===== config.mk =====
export PLATFORM = sky130hd
export DESIGN_NAME = count_mod_n_flat
export DESIGN_NICKNAME = d
export VERILOG_FILES = /design/src/rtl/count_mod_n_if.sv /design/src/rtl/count_mod_n.sv /design/src/flat_wrapper.sv
export SDC_FILE = /design/constraint.sdc
export NUM_CORES = 1
export LEC_CHECK = 0
export CAP_MARGIN = 20
export CORE_AREA = 5 5 42 44
export DETAILED_ROUTE_END_ITERATION = 8
export DIE_AREA = 0 0 47 49
export GPL_TIMING_DRIVEN = 1
export HOLD_SLACK_MARGIN = 0.05
export PLACE_DENSITY_LB_ADDON = 0.1
export SYNTH_ARGS = -nofsm -noshare
export SYNTH_HDL_FRONTEND = slang
export SYNTH_SLANG_ARGS = --single-unit

===== constraint.sdc =====
create_clock -name clk -period 2.15 [get_ports clk]
set_clock_uncertainty 0.2 [all_clocks]
set_input_delay 0.5375 -clock clk [delete_from_list [all_inputs] [get_ports clk]]
set_output_delay 0.5375 -clock clk [all_outputs]
set_load 0.05 [all_outputs]

===== src/rtl/count_mod_n_if.sv =====
// Control and status bundle for the count_mod_n modulo counter.
// The master drives the counting controls; the counter (slave) returns count and flags.
interface count_mod_n_if #(
    parameter int unsigned WIDTH = 4
);
    logic             en;
    logic             up;
    logic             clr;
    logic             load;
    logic [WIDTH-1:0] load_val;
    logic [WIDTH-1:0] q;
    logic             tc;
    logic             wrap;
    logic             ovf;

    modport master (
        output en, up, clr, load, load_val,
        input  q, tc, wrap, ovf
    );

    modport slave (
        input  en, up, clr, load, load_val,
        output q, tc, wrap, ovf
    );
endinterface


===== src/rtl/count_mod_n.sv =====
// Parametrised synchronous modulo counter: up/down, parallel load, sync clear,
// wrap or saturate at the bounds, combinational terminal count and sticky overflow.
module count_mod_n #(
    parameter int unsigned WIDTH = 4,
    parameter int unsigned MAX   = 15,
    parameter bit          SAT   = 1'b0
) (
    input logic         clk,
    input logic         rst,
    count_mod_n_if.slave bus
);

    localparam longint unsigned MAX_LEGAL = (64'd1 << WIDTH) - 64'd1;

    // Reject parameter combinations the counter cannot represent.
    if (WIDTH < 1 || WIDTH > 32) begin : g_bad_width
        $error("count_mod_n: WIDTH=%0d outside 1..32", WIDTH);
    end
    if (MAX < 1 || 64'(MAX) > MAX_LEGAL) begin : g_bad_max
        $error("count_mod_n: MAX=%0d outside 1..2^WIDTH-1", MAX);
    end

    localparam logic [WIDTH-1:0] MAX_Q = WIDTH'(MAX);

    logic [WIDTH-1:0] q_r;
    logic             wrap_r;
    logic             ovf_r;

    logic             at_max;
    logic             at_zero;
    logic             at_bound;
    logic [WIDTH-1:0] step_q;
    logic [WIDTH-1:0] load_q;

    assign at_max   = (q_r == MAX_Q);
    assign at_zero  = (q_r == '0);
    assign at_bound = bus.up ? at_max : at_zero;

    // Bound checks use MAX, so q + 1 never carries out and q - 1 never borrows.
    always_comb begin
        step_q = q_r;
        if (bus.up) begin
            if (at_max) begin
                step_q = SAT ? MAX_Q : '0;
            end else begin
                step_q = q_r + WIDTH'(1);
            end
        end else begin
            if (at_zero) begin
                step_q = SAT ? '0 : MAX_Q;
            end else begin
                step_q = q_r - WIDTH'(1);
            end
        end
    end

    assign load_q = (bus.load_val > MAX_Q) ? MAX_Q : bus.load_val;

    // Priority: rst > clr > load > en.
    always_ff @(posedge clk) begin
        if (rst || bus.clr) begin
            q_r    <= '0;
            wrap_r <= 1'b0;
            ovf_r  <= 1'b0;
        end else if (bus.load) begin
            q_r    <= load_q;
            wrap_r <= 1'b0;
        end else if (bus.en) begin
            q_r    <= step_q;
            wrap_r <= at_bound && !SAT;
            ovf_r  <= ovf_r || at_bound;
        end else begin
            wrap_r <= 1'b0;
        end
    end

    // tc depends only on q, en and up so it can drive the next stage's en directly.
    assign bus.tc   = bus.en && at_bound;
    assign bus.q    = q_r;
    assign bus.wrap = wrap_r;
    assign bus.ovf  = ovf_r;

endmodule


===== src/flat_wrapper.sv =====
// flat-port wrapper written by rule: the top's interface ports become plain ports
module count_mod_n_flat 
#(
    parameter int unsigned WIDTH = 4,
    parameter int unsigned MAX   = 15,
    parameter bit          SAT   = 1'b0
)
  (clk, rst, bus_en, bus_up, bus_clr, bus_load, bus_load_val, bus_q, bus_tc, bus_wrap, bus_ovf);
  count_mod_n_if #(.WIDTH(WIDTH)) bus_i ();
  input logic clk;
  input logic rst;
  input wire logic [$bits(bus_i.en)-1:0] bus_en;
  input wire logic [$bits(bus_i.up)-1:0] bus_up;
  input wire logic [$bits(bus_i.clr)-1:0] bus_clr;
  input wire logic [$bits(bus_i.load)-1:0] bus_load;
  input wire logic [$bits(bus_i.load_val)-1:0] bus_load_val;
  output wire logic [$bits(bus_i.q)-1:0] bus_q;
  output wire logic [$bits(bus_i.tc)-1:0] bus_tc;
  output wire logic [$bits(bus_i.wrap)-1:0] bus_wrap;
  output wire logic [$bits(bus_i.ovf)-1:0] bus_ovf;
  assign bus_i.en = bus_en;
  assign bus_i.up = bus_up;
  assign bus_i.clr = bus_clr;
  assign bus_i.load = bus_load;
  assign bus_i.load_val = bus_load_val;
  assign bus_q = bus_i.q;
  assign bus_tc = bus_i.tc;
  assign bus_wrap = bus_i.wrap;
  assign bus_ovf = bus_i.ovf;
  count_mod_n #(.WIDTH(WIDTH), .MAX(MAX), .SAT(SAT)) u_core (.clk(clk), .rst(rst), .bus(bus_i));
endmodule

==> results of run 1 <==
==> worst min path at each step <==
stage | startpoint | end | slack [ns] | cells after the start
global route | u_core.bus.ovf | u_core.bus.ovf | 0.30 | 1
CTS | u_core.bus.ovf | u_core.bus.ovf | 0.27 | 1
floorplan | rst | u_core.bus.wrap | 0.43 | 1
finish | u_core.bus.ovf | u_core.bus.ovf | 0.26 | 1
detailed placement | u_core.bus.ovf | u_core.bus.ovf | 0.25 | 1
global placement | u_core.bus.ovf | u_core.bus.ovf | 0.24 | 1
==> synth_stat cells <==
cell type / number
dfxtp_1: 6
o21ai_0: 6
a21oi_1: 3
inv_1: 3
nor2_1: 3
ha_1: 2
inv_2: 2
nand2_1: 2
nand2b_1: 2
xnor2_1: 2
a21bo_2: 1
a21boi_2: 1
a21o_1: 1
a221oi_1: 1
a311o_1: 1
a31oi_1: 1
and2_1: 1
and3_1: 1
and4_1: 1
buf_4: 1
buf_6: 1
clkbuf_1: 1
mux2i_1: 1
nor3b_1: 1
nor4_1: 1
nor4b_1: 1
o211a_1: 1
o21bai_1: 1
or2b_1: 1
or3_2: 1
or4_1: 1
==> metrics by stage <==
step                      area (µm²)  utilization (%)  power (µW)  worst slack [ns]  cells
after global routing           721.9            51.52       356.9          -0.01590     93
after CTS                      710.7            50.71       334.8          0.001302     94
after global placement         644.4            45.98       226.3           -0.3045     89
after detailed placement       644.4            45.98       226.4           -0.3162     89
final                          721.9            51.52       329.4           0.07015     93
after floorplan                431.7                -       181.5          0.004889     52
==> cell families after synthesis <==
group,after synthesis
buffers and inverters,8
XOR/XNOR,2
adder cells (fa/ha/maj),2
multiplexers,1
AND/OR/NAND/NOR,16
AO/OA/AOI/OAI,17
flip-flops,6
==> power by group through the flow <==
stage,sequential (µW),combinational (µW),clock [µW]
detailed placement,125,101,0
finish,123,109,97.1
global route,124,119,114
global placement,125,101,0
CTS,121,110,103
floorplan,138,43.3,0
==> layer usage <==
layer	global-route usage, %	part of all wire [%]	up-vias
met5	0	0	-
met4	6.912	2.1	0
met3	2.583	8.5	4
met2	15.16	46	16
met1	14.51	43	202
li1	-	-	239
==> layout by cell type (no fill, tap or decap), types with 2 or more instances in the layout <==
master / count
buf_4: 15
clkdlybuf4s50_1: 7
o21ai_0: 5
nor2_1: 3
a21oi_1: 3
clkbuf_4: 3
dfxtp_1: 3
inv_4: 2
inv_2: 2
nand2b_1: 2
nand2_1: 2
xnor2_1: 2
ha_4: 2
dfxtp_4: 2
==> final cells by class <==
cell class	instances	area [µm²]	share of cell area, %
sequential	6	128.9	17.85
tap	16	20.02	2.773
clock buffer	3	22.52	3.120
inverter	5	23.77	3.293
multi-input combinational	38	310.3	42.98
timing repair buffer	25	216.5	29.98
==> registers in the layout, indices dropped and copies added (netlist names) <==
register and flops:
u_core.bus.wrap 1, u_core.bus.q 4, u_core.bus.ovf 1
==> what timing repair did <==
item,4_1_cts,5_1_grt
pin swaps,3,1
setup buffers,2,0
setup endpoints to repair,1,1
resized for setup,14,4
hold buffers,0,0
==> results.py, run 1 <==
metrics = {
    "critical_path": {
        "r2r_end": "u_core.bus.q[3]",
        "required_ns": 1.41,
        "cp_num_cells": 5,
        "r2r.worst_path.cells": 5,
        "cp_num_buf_inv": 2,
        "critPathTopFamily": "flip-flops",
        "reg2reg_slack_ns": 0.30,
        "path_max_fanout": 4,
        "critPathCapture": "bus_tc",
        "cp-end-kind": "output port",
        "critPathKind": "register to output port",
        "r2r_start": "u_core.bus.q[1]",
        "critPathMaxStageDelay_ns": 0.36,
        "arrival_ns": 1.34,
        "worstPathCellList": "ha_4 > and4_1 > o21ai_2 > inv_2 > buf_12",
        "slowest_stage": "dfxtp_4",
        "cp-start-kind": "register",
        "startpoint": "u_core.bus.q[0]",
    },
    "synthesis": {
        "synth-compound-area-share_pct": 27.19,
        "synthAdderAreaFrac_pct": 5.848,
        "syn_avg_cell_area_um2": 8.229,
        "netlist_area_um2": 427.9,
        "synth_area_leaders": "dfxtp_1 (28%), o21ai_0 (7.0%), ha_1 (5.8%)",
        "ys_seq_area_share_pct": 28.07,
        "synth_top_family_by_area": "compound AO/OA/AOI/OAI gates",
        "synth_cell_types": 31,
        "yosysWarnings": 0,
        "synthMuxAreaShare_pct": 2.339,
        "syn-instance-count": 52,
        "synth-simple-area-share_pct": 22.81,
        "syn_nets": 64,
        "synth_xor_area_share_pct": 4.094,
        "ys_ff_latch": 6,
        "synth_top_area_cell": "dfxtp_1",
        "yosysTopAreaCellShare_pct": 28.07,
    },
    "sta": {
        "fmax_mhz": 480.8,
        "hold_slack_ns": 0.2608,
        "finalCriticalPeriod_ns": 2.080,
        "slew_headroom_pct": 81.32,
        "fin_tns_setup_ns": 0,
        "fin_crit_sh_pct": 96.74,
        "setup_viol": 0,
        "hold_violations": 0,
        "slew_violations": 0,
        "grt_setup_unrepaired": "yes",
        "worstMarginPinSlew_ns": 0.2791,
    },
    "placed_design": {
        "hpwl_um": 840.9,
        "port-buffer-count": 16,
        "globalplace.congestion": 0.7824,
    },
    "drt": {
        "drt_first_pass_iters": 4,
        "routedWlPerCell_um": 11.60,
        "vias": 461,
        "drt_iter0_markers": 8,
        "antenna_left": 0,
        "drc": 0,
        "drt-total-wl_um": 1079,
        "viasPerCell": 4.957,
    },
    "clock_network": {
        "root_buffer": "clkbuf_4",
        "clk_latency_ns": 0.23,
        "cts.sink_count": 6,
        "cts_made_buffers": 3,
        "path_clk_slew_ns": 0.04,
        "tritoncts": "built",
        "cts.path.max_buffers": 2,
        "htreeDepth": 1,
    },
    "power_and_ir_drop": {
        "switching_share_pct": 28.69,
        "p_leak_uw": 0.0003267,
        "p_clk_share_pct": 29.5,
        "internal-power_uw": 234.9,
        "ir_drop_v": 0.0003101,
        "combPwrFrac_pct": 33.2,
        "pwr-share-seq_pct": 37.3,
        "p_per_area_nw_per_um2": 456.3,
        "switchingPower_uw": 94.52,
    },
    "floorplan": {
        "core_um2": 1401,
        "rows": 14,
        "dieArea_um2": 2303,
        "initial_utilization_pct": 30.54,
        "dieHeight_um": 49,
        "ioPinCount": 17,
        "die_w_um": 47,
    },
    "min_path": {
        "hold_class": "register to register",
    },
    "run_status": {
        "outcome": "completed",
    },
    "grt": {
        "antenna_found_initial": 0,
        "overflow": 0,
        "grt_pass1_vias": 442,
        "grt_max_degree": 10,
        "grtUsageTotal_pct": 10.92,
        "grt_pass1_wl_um": 1856,
    },
    "finish": {
        "area_delta_synth_final_pct": 68.71,
        "drive_above_1_share_pct": 44.16,
        "n_antenna_cell": 0,
        "nNetsFinal": 91,
        "fill_cells": 147,
    },
    "run": {
        "max_cap_viol_count": 0,
    },
}
No activity file was read; power rests on OpenSTA's default activity.
==> inputs of run 2 (changes only) <==
--- a/config.mk
+++ b/config.mk
@@ -6,9 +6,12 @@
 export NUM_CORES = 1
 export LEC_CHECK = 0
 export CAP_MARGIN = 20
-export CORE_AREA = 5 5 42 44
+export CELL_PAD_IN_SITES_DETAIL_PLACEMENT = 0
+export CELL_PAD_IN_SITES_GLOBAL_PLACEMENT = 2
+export CORE_MARGIN = 5
+export CORE_UTILIZATION = 25
+export CTS_BUF_LIST = sky130_fd_sc_hd__clkbuf_2
 export DETAILED_ROUTE_END_ITERATION = 8
-export DIE_AREA = 0 0 47 49
 export GPL_TIMING_DRIVEN = 1
 export HOLD_SLACK_MARGIN = 0.05
 export PLACE_DENSITY_LB_ADDON = 0.1
==> constraint.sdc (replaced) <==
create_clock -name clk -period 2.45 [get_ports clk]
set_clock_uncertainty 0.2 [all_clocks]
set_input_delay 0.6125 -clock clk [delete_from_list [all_inputs] [get_ports clk]]
set_output_delay 0.6125 -clock clk [all_outputs]
set_load 0.05 [all_outputs]
==> results.py, run 2 (synthesized netlist as in run 1, its figures left out) <==
metrics = {
    "run_status": {
        "outcome": "completed",
    },
    "sta": {
        "fin_crit_sh_pct": 94.07,
        "fin_tns_setup_ns": 0,
        "hold_violations": 0,
        "slew_headroom_pct": 66.22,
        "slew_violations": 0,
        "setup_viol": 0,
        "grt_setup_unrepaired": "no",
        "fmax_mhz": 433.9,
        "hold_slack_ns": 0.2608,
        "worstMarginPinSlew_ns": 0.5051,
        "finalCriticalPeriod_ns": 2.305,
    },
    "grt": {
        "use_met2_pct": 14.19,
        "antenna_found_initial": 0,
        "grt_pass1_wl_um": 1856,
        "grtUsageTotal_pct": 9.239,
        "overflow": 0,
        "grt_util_met3_pct": 2.915,
        "met1_usage_pct": 11.05,
        "grt_max_degree": 10,
        "grt_pass1_vias": 436,
        "grt.busiest_layer": "met2",
    },
    "floorplan": {
        "ioPinCount": 17,
        "core_um2": 1670,
        "dieHeight_um": 51.37,
        "dieArea_um2": 2639,
        "rows": 15,
        "die_w_um": 51.37,
        "initial_utilization_pct": 25.62,
    },
    "clock_network": {
        "root_buffer": "clkbuf_2",
        "path_clk_slew_ns": 0.06,
        "cts_made_buffers": 3,
        "tritoncts": "built",
        "cts.sink_count": 6,
        "cts.path.max_buffers": 2,
        "hold_buffers": 0,
        "clk_latency_ns": 0.21,
        "htreeDepth": 1,
    },
    "finish": {
        "finalCoreUtilization_pct": 39.03,
        "multi_input_area_um2": 276.5,
        "final_common_cell": "clkdlybuf4s50_1",
        "n_antenna_cell": 0,
        "fin_cells": 90,
        "largest_reg_flops": 4,
        "seqCellArea_um2": 121.4,
        "drive_above_1_share_pct": 27.40,
        "layout_common_cells": "clkdlybuf4s50_1 (11), buf_4 (8), o21ai_0 (5), dfxtp_1 (5)",
        "fill_cells": 177,
        "nNetsFinal": 87,
        "area_delta_synth_final_pct": 52.34,
    },
    "critical_path": {
        "path_max_fanout": 4,
        "required_ns": 1.64,
        "critPathKind": "input port to output port",
        "cp-end-kind": "output port",
        "arrival_ns": 1.49,
        "cp-start-kind": "input port",
    },
    "drt": {
        "drt_iter0_markers": 6,
        "viasPerCell": 4.567,
        "routedWlPerCell_um": 11.48,
        "antenna_left": 0,
        "drt-total-wl_um": 1033,
        "drc": 0,
        "drt_first_pass_iters": 3,
        "vias": 411,
    },
    "power_and_ir_drop": {
        "p_per_area_nw_per_um2": 399.1,
        "ir_drop_v": 0.0001945,
        "total_power_uw": 260.2,
        "p_leak_uw": 0.0002899,
    },
    "run": {
        "max_cap_viol_count": 0,
    },
    "min_path": {
        "hold_class": "register to register",
    },
    "placed_design": {
        "hpwl_um": 873.2,
        "port-buffer-count": 16,
        "dp.cells": 87,
        "globalplace.congestion": 0.7162,
    },
}
==> run 2: changes by cell type in the layout (fill, tap and decap cells not counted) <==
cell | before | now
dfxtp_1 | 3 | 5
inv_1 | 1 | 3
clkbuf_2 | 0 | 3
buf_2 | 1 | 0
nor4b_2 | 0 | 1
ha_1 | 0 | 2
nor4b_4 | 1 | 0
ha_4 | 2 | 0
clkdlybuf4s50_1 | 7 | 11
clkbuf_4 | 3 | 0
inv_4 | 2 | 0
buf_4 | 15 | 8
dfxtp_4 | 2 | 0
==> run 2: cell type report <==
cell class,instances,area share [%]
Multi-Input combinational cell,38,42.42
Timing Repair Buffer,21,30.52
Sequential cell,6,18.62
Tap cell,17,3.263
Inverter,5,2.879
Clock buffer,3,2.303
==> run 2: worst max-delay path, stage by stage <==
cell and delay, ns:
dlygate4sd2_1 0.27, and4_1 0.22, o21ai_2 0.15, inv_1 0.09, buf_12 0.15
==> run 2: power by group <==
part	leakage [µW]	switching, µW	internal, µW
Sequential	0.0000493	7.01	102
Combinational	0.000228	41.7	44.6
Clock	0.0000125	32.1	33.1
Total	0.000290	80.7	179
==> run 2: path summary, 6_finish.rpt <==
| path | from | endpoint | slack, ns | cells past startpoint |
|---|---|---|---|---|
| max | bus_up | bus_tc | 0.15 | 5 |
| min | u_core.bus.ovf | u_core.bus.ovf | 0.26 | 1 |
| max reg2reg | u_core.bus.q[2] | u_core.bus.q[3] | 0.64 | 4 |
| min reg2reg | u_core.bus.ovf | u_core.bus.ovf | 0.26 | 1 |
==> run 2: through the flow <==
stage	setup WS [ns]	instance area, µm²
after floorplan	0.04096	429.2
after global placement	-0.1324	628.1
after detailed placement	-0.1504	628.1
after CTS	0.1191	651.9
after global routing	0.03738	651.9
final	0.1452	651.9
==> run 2: timing repair <==
| item | 4_1_cts | 5_1_grt |
|---|---|---|
| setup buffers | 0 | 0 |
| gates resized for setup | 4 | 0 |
| endpoints found under the setup margin | 1 | 0 |
==> run 2: metal layers <==
metal / up-vias / share of wire (%)
li1: 229 / -
met1: 167 / 45
met2: 13 / 46
met3: 2 / 6.9
met4: 0 / 2.2
met5: - / 0
